`src/rtl/io_port_peripheral.sv`:
```
// io_port_peripheral
//   External-side partner of the miniSRC CPU I/O ports.
//   - Input FIFO (DEPTH words) filled by the host, fed one word at a time into the CPU in-port
//     through a small IDLE -> PRESENT -> WAIT_ACK handshake FSM.
//   - Output capture: every change of outPortData becomes a one-cycle out_valid event, with the
//     captured value on out_data and a wrapping event counter on out_count.
//   - Run monitor: stop is a registered ~run; halted is sticky on a 1->0 transition of run.
// Ports:
//   clock, reset (async, active-low)
//   host_wr_valid/host_wr_data/host_wr_ready : host push interface
//   inPort_en/inPortDataIn/in_ack            : CPU in-port feed
//   outPortData/out_valid/out_data/out_count : CPU out-port capture
//   run/stop/halted                          : run monitor
//   fifo_level                               : current FIFO occupancy
module io_port_peripheral #(
  parameter int unsigned DEPTH = 8,
  parameter int unsigned CNT_W = 16
) (
  input  logic                     clock,
  input  logic                     reset,
  input  logic                     host_wr_valid,
  input  logic [31:0]              host_wr_data,
  output logic                     host_wr_ready,
  output logic                     inPort_en,
  output logic [31:0]              inPortDataIn,
  input  logic                     in_ack,
  input  logic [31:0]              outPortData,
  output logic                     out_valid,
  output logic [31:0]              out_data,
  output logic [CNT_W-1:0]         out_count,
  input  logic                     run,
  output logic                     stop,
  output logic                     halted,
  output logic [$clog2(DEPTH):0]   fifo_level
);

  localparam int unsigned AW = $clog2(DEPTH);
  localparam int unsigned LW = AW + 1;

  typedef enum logic [1:0] {StIdle, StPresent, StWaitAck} feed_state_e;

  // FIFO storage and bookkeeping
  logic [31:0]   mem_q [DEPTH];
  logic [AW-1:0] wr_ptr_q, rd_ptr_q;
  logic [LW-1:0] level_q, level_d;
  logic          full, push, pop;

  // Feed FSM
  feed_state_e   state_q;
  logic          in_port_en_q;
  logic [31:0]   in_port_data_q;

  // Output capture
  logic [31:0]      prev_q;
  logic             out_valid_q;
  logic [31:0]      out_data_q;
  logic [CNT_W-1:0] out_count_q;

  // Run monitor
  logic run_d_q, stop_q, halted_q;

  // Ready comes from the registered level only, so a pop in this cycle does not free a slot
  // until the next cycle.
  assign full = (level_q == LW'(DEPTH));
  assign push = host_wr_valid & ~full;
  // The FSM only sits in WAIT_ACK while the head word is outstanding, so the FIFO is
  // guaranteed non-empty here; acks in any other state are ignored.
  assign pop  = (state_q == StWaitAck) & in_ack;

  always_comb begin
    level_d = level_q;
    unique case ({push, pop})
      2'b10:   level_d = level_q + LW'(1);
      2'b01:   level_d = level_q - LW'(1);
      default: level_d = level_q;
    endcase
  end

  // Storage needs no reset: only entries covered by level_q are ever read.
  always_ff @(posedge clock) begin
    if (push) begin
      mem_q[wr_ptr_q] <= host_wr_data;
    end
  end

  // Pointers are AW bits wide and DEPTH is a power of 2, so they wrap naturally.
  always_ff @(posedge clock or negedge reset) begin
    if (!reset) begin
      wr_ptr_q <= '0;
      rd_ptr_q <= '0;
      level_q  <= '0;
    end else begin
      if (push) wr_ptr_q <= wr_ptr_q + AW'(1);
      if (pop)  rd_ptr_q <= rd_ptr_q + AW'(1);
      level_q <= level_d;
    end
  end

  // Feed FSM with registered strobe and data
  always_ff @(posedge clock or negedge reset) begin
    if (!reset) begin
      state_q        <= StIdle;
      in_port_en_q   <= 1'b0;
      in_port_data_q <= '0;
    end else begin
      unique case (state_q)
        StIdle: begin
          if (level_q != '0) begin
            state_q        <= StPresent;
            in_port_en_q   <= 1'b1;
            in_port_data_q <= mem_q[rd_ptr_q];
          end
        end
        StPresent: begin
          state_q      <= StWaitAck;
          in_port_en_q <= 1'b0;
        end
        StWaitAck: begin
          if (in_ack) state_q <= StIdle;
        end
        default: begin
          state_q      <= StIdle;
          in_port_en_q <= 1'b0;
        end
      endcase
    end
  end

  // Output capture: any difference from the previous sample is one event.
  always_ff @(posedge clock or negedge reset) begin
    if (!reset) begin
      prev_q      <= '0;
      out_valid_q <= 1'b0;
      out_data_q  <= '0;
      out_count_q <= '0;
    end else begin
      prev_q <= outPortData;
      if (outPortData != prev_q) begin
        out_valid_q <= 1'b1;
        out_data_q  <= outPortData;
        out_count_q <= out_count_q + CNT_W'(1);
      end else begin
        out_valid_q <= 1'b0;
      end
    end
  end

  // Run monitor
  always_ff @(posedge clock or negedge reset) begin
    if (!reset) begin
      run_d_q  <= 1'b0;
      stop_q   <= 1'b0;
      halted_q <= 1'b0;
    end else begin
      run_d_q <= run;
      stop_q  <= ~run;
      if (run_d_q && !run) halted_q <= 1'b1;
    end
  end

  assign host_wr_ready = ~full;
  assign fifo_level    = level_q;
  assign inPort_en     = in_port_en_q;
  assign inPortDataIn  = in_port_data_q;
  assign out_valid     = out_valid_q;
  assign out_data      = out_data_q;
  assign out_count     = out_count_q;
  assign stop          = stop_q;
  assign halted        = halted_q;

endmodule

```
`config.mk`:
```
export PLATFORM = sky130hd
export DESIGN_NAME = io_port_peripheral
export DESIGN_NICKNAME = d
export VERILOG_FILES = /design/src/rtl/io_port_peripheral.sv
export SDC_FILE = /design/constraint.sdc
export NUM_CORES = 1
export LEC_CHECK = 0
export ABC_AREA = 1
export CAP_MARGIN = 0
export CORE_MARGIN = 2
export CORE_UTILIZATION = 55
export CTS_CLUSTER_SIZE = 8
export DETAILED_ROUTE_END_ITERATION = 10
export GPL_TIMING_DRIVEN = 0
export PLACE_DENSITY_LB_ADDON = 0.25
export SYNTH_ARGS = -nofsm -noshare
export SYNTH_HDL_FRONTEND = slang
export SYNTH_SLANG_ARGS = --single-unit
```
`constraint.sdc`:
```
create_clock -name clock -period 6.43 [get_ports clock]
set_input_delay 1.286 -clock clock [delete_from_list [all_inputs] [get_ports clock]]
set_output_delay 1.286 -clock clock [all_outputs]
set_load 0.01 [all_outputs]
```
==> results.txt, run 1 <==
- Run status: finished, final reports clean
- Clock latency on the worst-skew pair: 0.57 ns
- Detailed-route vias per instance: 5.81
- Between clock sinks in the finished design, the worst skew comes to roughly 0.023 ns.
- Counting flops and latches in the post-synthesis netlist gives about 390.
* Die width: 170 um
- The share of total power dissipated in the clock network is 0.309.
- During synthesis, Yosys emitted a total of 0 warnings.
* Post-synth top cells: sky130_fd_sc_hd__edfxtp_1, sky130_fd_sc_hd__nand2_1, sky130_fd_sc_hd__nor2_1, sky130_fd_sc_hd__o21ai_0, sky130_fd_sc_hd__dfrtp_1
* Final Critical Period: 3.26 ns
* Number of nets in the synthesized netlist: 1,329
* Peak fanout along the critical path: 6
- At the end of routability-driven placement, the weighted congestion stood at 0.830.
* Post-CTS setup buffers: 0
- In this run the cell area measured after placement is 17,400 um^2.
- Routed len/inst: 20.7 um
- The most common cell in the synthesized netlist is sky130_fd_sc_hd__edfxtp_1.
- 158 I/O pins were placed.
- Counting the fill cells in the layout gives 1,843.
- For the pin with the worst max-slew slack, the measured transition is 1.03 ns.
- Root Buffer: sky130_fd_sc_hd__clkbuf_16
- Total number of vias: 10,775
- In this run the top signal layer used is met4.
* Post-synth cell types: 25
* Die outline height: 170 um
- Max Transition Viols Final: 0
* Required time at the worst-slack endpoint: 6.86 ns
- Switching part of the total: 0.342
* Total DRC errors in the routed layout: 0
- Kind of end point of the critical path: register
- Row generation in the floorplan step produced 60 rows.
- Summing every instance area after synthesis gives 15,100 um^2.
- Largest net degree at the start of global routing: 87
- After routing the design area is around 19,000 um^2.
- Global route total overflow: 0
* H-tree levels: 2
* Classification of the worst setup path: in -> reg
- Setup TNS: 0 ns
- STA classifies the critical path startpoint as an input port.
* Quantity of gates resized following cts: 0
- Sum of routed wire length over all layers: 38,400 um
* Relative contribution of sequential cells to total power: 0.389
- Once detailed placement completed, the half-perimeter wirelength came to 24,200 um.
* Type of the worst min-delay path: reg -> reg
- Maximum buffer depth of the clock tree: 3
- Smallest hold slack: 0.456 ns
- Layout-stage area growth over the synthesis result: 25.1%
* Cell type contributing the most total cell area after synthesis: sky130_fd_sc_hd__edfxtp_1
* Max cap viols: 0
- CP cell instances: clkdlybuf4s50_1 -> inv_1 -> nor3_1 -> ha_1 -> nand2_1 -> inv_1 -> nor2_1 -> ha_1 -> a21oi_1 -> xor2_1 -> o21ai_0
- The first detailed-routing pass ran for 5 iterations.
* Maximum clock frequency: 307 MHz
- In the finished design, the share of the clock period the worst path needs comes to 0.507.
- In the final layout, the share of cells above drive strength 1 is 0.0700.
* Final Setup Violations: 0
- # clock sinks: 385
* Number of enable flip-flop cells after synthesis: 256
- The number of antenna violations at the first check in global routing came to 0.
- Number of nets still failing antenna checks after routing: 0
- The first global-routing pass estimated 58,600 um of wire.
- Of the synthesized area, sequential elements account for 0.722.
- Arrival time of the worst setup path: about 3.7 ns
- Headroom to the max-slew limit came out at 0.307.
- Clock-pin slew on the worst setup and hold paths: 0.05 ns
* Worst vdd ir: 0.000302 V
- The largest single stage delay on the critical path is 0.78 ns.
* Clock buffer count from CTS: 54
- TritonCTS clock tree: yes
* Power Density: about 440 nW/um^2
* Gate Count Post-Synth: 1,254
- The analysis attributes to cell leakage a power of approximately 0.0072 uW.
- Buffers placed on the I/O ports in this run total 157.
- Critical path origin: in_ack
- The initial utilization of the core area, before any placement, comes to 0.561.
- Prior to clock tree synthesis, the placed netlist has a worst setup slack of 2.65 ns.
* CTS Hold Buffers Added: 0
- The most used flip-flop cell after synthesis is sky130_fd_sc_hd__edfxtp_1.
- Async set-reset flop share out of synthesis: 0.335
* Overall routing resource usage: 0.269
* Count of inserted antenna diode cells: 0
- In this run the power spent charging and discharging nets is 2840 uW.
- The hold violation total from the final report is 0.
* Internal portion of total power: 5460 uW
- The first routing iteration left 1,284 violations.
* Routed length on met1: 14,900 um
- For this design, the slowest cell found on the critical path is sky130_fd_sc_hd__nor3_1.
* Nets: 1,551
* Fraction of post-synthesis cell area in the top cell type by area: 0.508
- Setup repair after global routing left no endpoint under its margin.
* Final core utilization: 0.702
- The number of global-route vias before repair is between 10,000 and 15,000.
* Minimum setup slack in the final design: 3.17 ns
- The floorplan step defined a die boundary enclosing 28,800 um^2.
* Largest cells by area after synthesis: sky130_fd_sc_hd__edfxtp_1, sky130_fd_sc_hd__dfrtp_1, sky130_fd_sc_hd__nand2_1, sky130_fd_sc_hd__nor2_1, sky130_fd_sc_hd__o21ai_0
- The startpoint identified for the worst register-to-register timing path is state_q[1].
- Min-delay src: halted
* Post-synthesis area per instance: 12.1 um^2
- Placeable core area: 27,000 um^2
* Detailed route wirelength on metal3: roughly 3800 um
- Wire segments on met2 add up to 18,400 um in the final route.
* Fraction of power consumed by combinational cells: 0.302
layer usage:
metal | vias to the layer above | track usage
li1 | 4854 | -
met1 | 5176 | 0.343
met2 | 638 | 0.452
met3 | 107 | 0.0588
met4 | 0 | 0.109
met5 | - | 0
worst paths after layout:
path                                         end  slack (ns)  cells after the start
worst min register to register            halted        0.46                      1
worst min-delay path                      halted        0.46                      1
min in group asynchronous            out_data[6]        0.65                      1
max in group asynchronous       inPortDataIn[16]        4.97                      2
worst max-delay path               fifo_level[2]        3.17                     11
worst max register to register     fifo_level[2]        3.92                     10
power groups by stage:
stage,logic [uW],registers [uW],clock network (uW)
6_report,2510,3230,2560
5_1_grt,2710,3260,2710
4_1_cts,2490,3230,2580
3_5_place_dp,2460,3260,0
3_3_place_gp,2320,3280,0
2_1_floorplan,1260,3310,0
worst max-delay path, delay by kind of cell:
| family | cells | cell delay, ns |
|---|---|---|
| fa+ha+maj | 2 | 0.53 |
| xor+xnor | 1 | 0.15 |
| simple gates | 3 | 0.91 |
| compound gates | 2 | 0.24 |
| buf+inv | 3 | 0.57 |
state kept, by name, indices dropped and copies added, names as in the netlist, 2 cells and up:
name	cells
fifo_level	4
inPortDataIn	32
mem_q	256
out_count	16
out_data	32
prev_q	32
rd_ptr_q	3
state_q	2
wr_ptr_q	3
layout by cell type, fill, tap and decap left out, types with 2 or more instances in the layout:
master | Yosys | final
sky130_fd_sc_hd__o221ai_1 | 39 | 39
sky130_fd_sc_hd__nor3_1 | 3 | 3
sky130_fd_sc_hd__xnor2_1 | 30 | 30
sky130_fd_sc_hd__inv_1 | 34 | 34
sky130_fd_sc_hd__xor2_1 | 18 | 18
sky130_fd_sc_hd__buf_16 | 0 | 3
sky130_fd_sc_hd__buf_4 | 7 | 7
sky130_fd_sc_hd__nor2_4 | 0 | 8
sky130_fd_sc_hd__clkbuf_1 | 40 | 77
sky130_fd_sc_hd__o211ai_1 | 25 | 25
sky130_fd_sc_hd__ha_1 | 6 | 6
sky130_fd_sc_hd__dfrtp_1 | 129 | 129
sky130_fd_sc_hd__nand2_1 | 235 | 235
sky130_fd_sc_hd__buf_2 | 17 | 17
sky130_fd_sc_hd__edfxtp_1 | 256 | 256
sky130_fd_sc_hd__buf_1 | 3 | 3
sky130_fd_sc_hd__nand3_1 | 86 | 86
sky130_fd_sc_hd__nor2_1 | 183 | 175
sky130_fd_sc_hd__clkdlybuf4s50_1 | 0 | 156
sky130_fd_sc_hd__o21ai_0 | 133 | 133
sky130_fd_sc_hd__buf_12 | 0 | 6
sky130_fd_sc_hd__clkbuf_16 | 0 | 54
sky130_fd_sc_hd__buf_6 | 2 | 3
sky130_fd_sc_hd__nor2_2 | 2 | 2
per-stage QoR:
stage | power, uW | cells
CTS | 8300 | 1855
global route | 8670 | 1855
floorplan | 4570 | 1254
global placement | 5590 | 1752
detailed placement | 5720 | 1761
finish | 8300 | 1855
logic make-up (layout without fill, tap and decap cells):
family	count (synthesis)	after routing	synth area share
xor gates and xnor gates	48	48	0.0278
adders and majority gates	6	6	0.00496
AOI/OAI and AO/OA	200	200	0.0807
DFF	385	385	0.722
buffers and inverters	104	364	0.0299
and+or+nand+nor	511	511	0.135
final cells by class:
type	instances	area, um^2	share of cell area
tap	341	427	0.0225
multi-input combinational	765	3810	0.202
inverter	35	131	0.00694
buffer	69	322	0.0170
clock inverter	3	45.0	0.00238
clock buffer	91	1490	0.0788
sequential	385	10900	0.577
timing repair buffer	166	1780	0.0938
(Power assumes the default switching activity.)
==> inputs of run 2 (changes only) <==
==> constraint.sdc (replaced) <==
create_clock -name clock -period 3.4 [get_ports clock]
set_input_delay 0.68 -clock clock [delete_from_list [all_inputs] [get_ports clock]]
set_output_delay 0.68 -clock clock [all_outputs]
set_load 0.01 [all_outputs]
==> results of run 2 <==
Same layout as run 1 (identical final DEF). Status: finished, final reports clean.
Main changes from that run: setup slack after placement 2.65 ns -> 0.222 ns; setup slack after layout 3.17 ns -> 0.744 ns; hold slack 0.456 ns -> 0.0463 ns; register-to-register setup slack 3.92 ns -> 0.89 ns; total power 8300 uW -> 15700 uW; worst IR drop on VDD 0.000302 V -> 0.000572 V
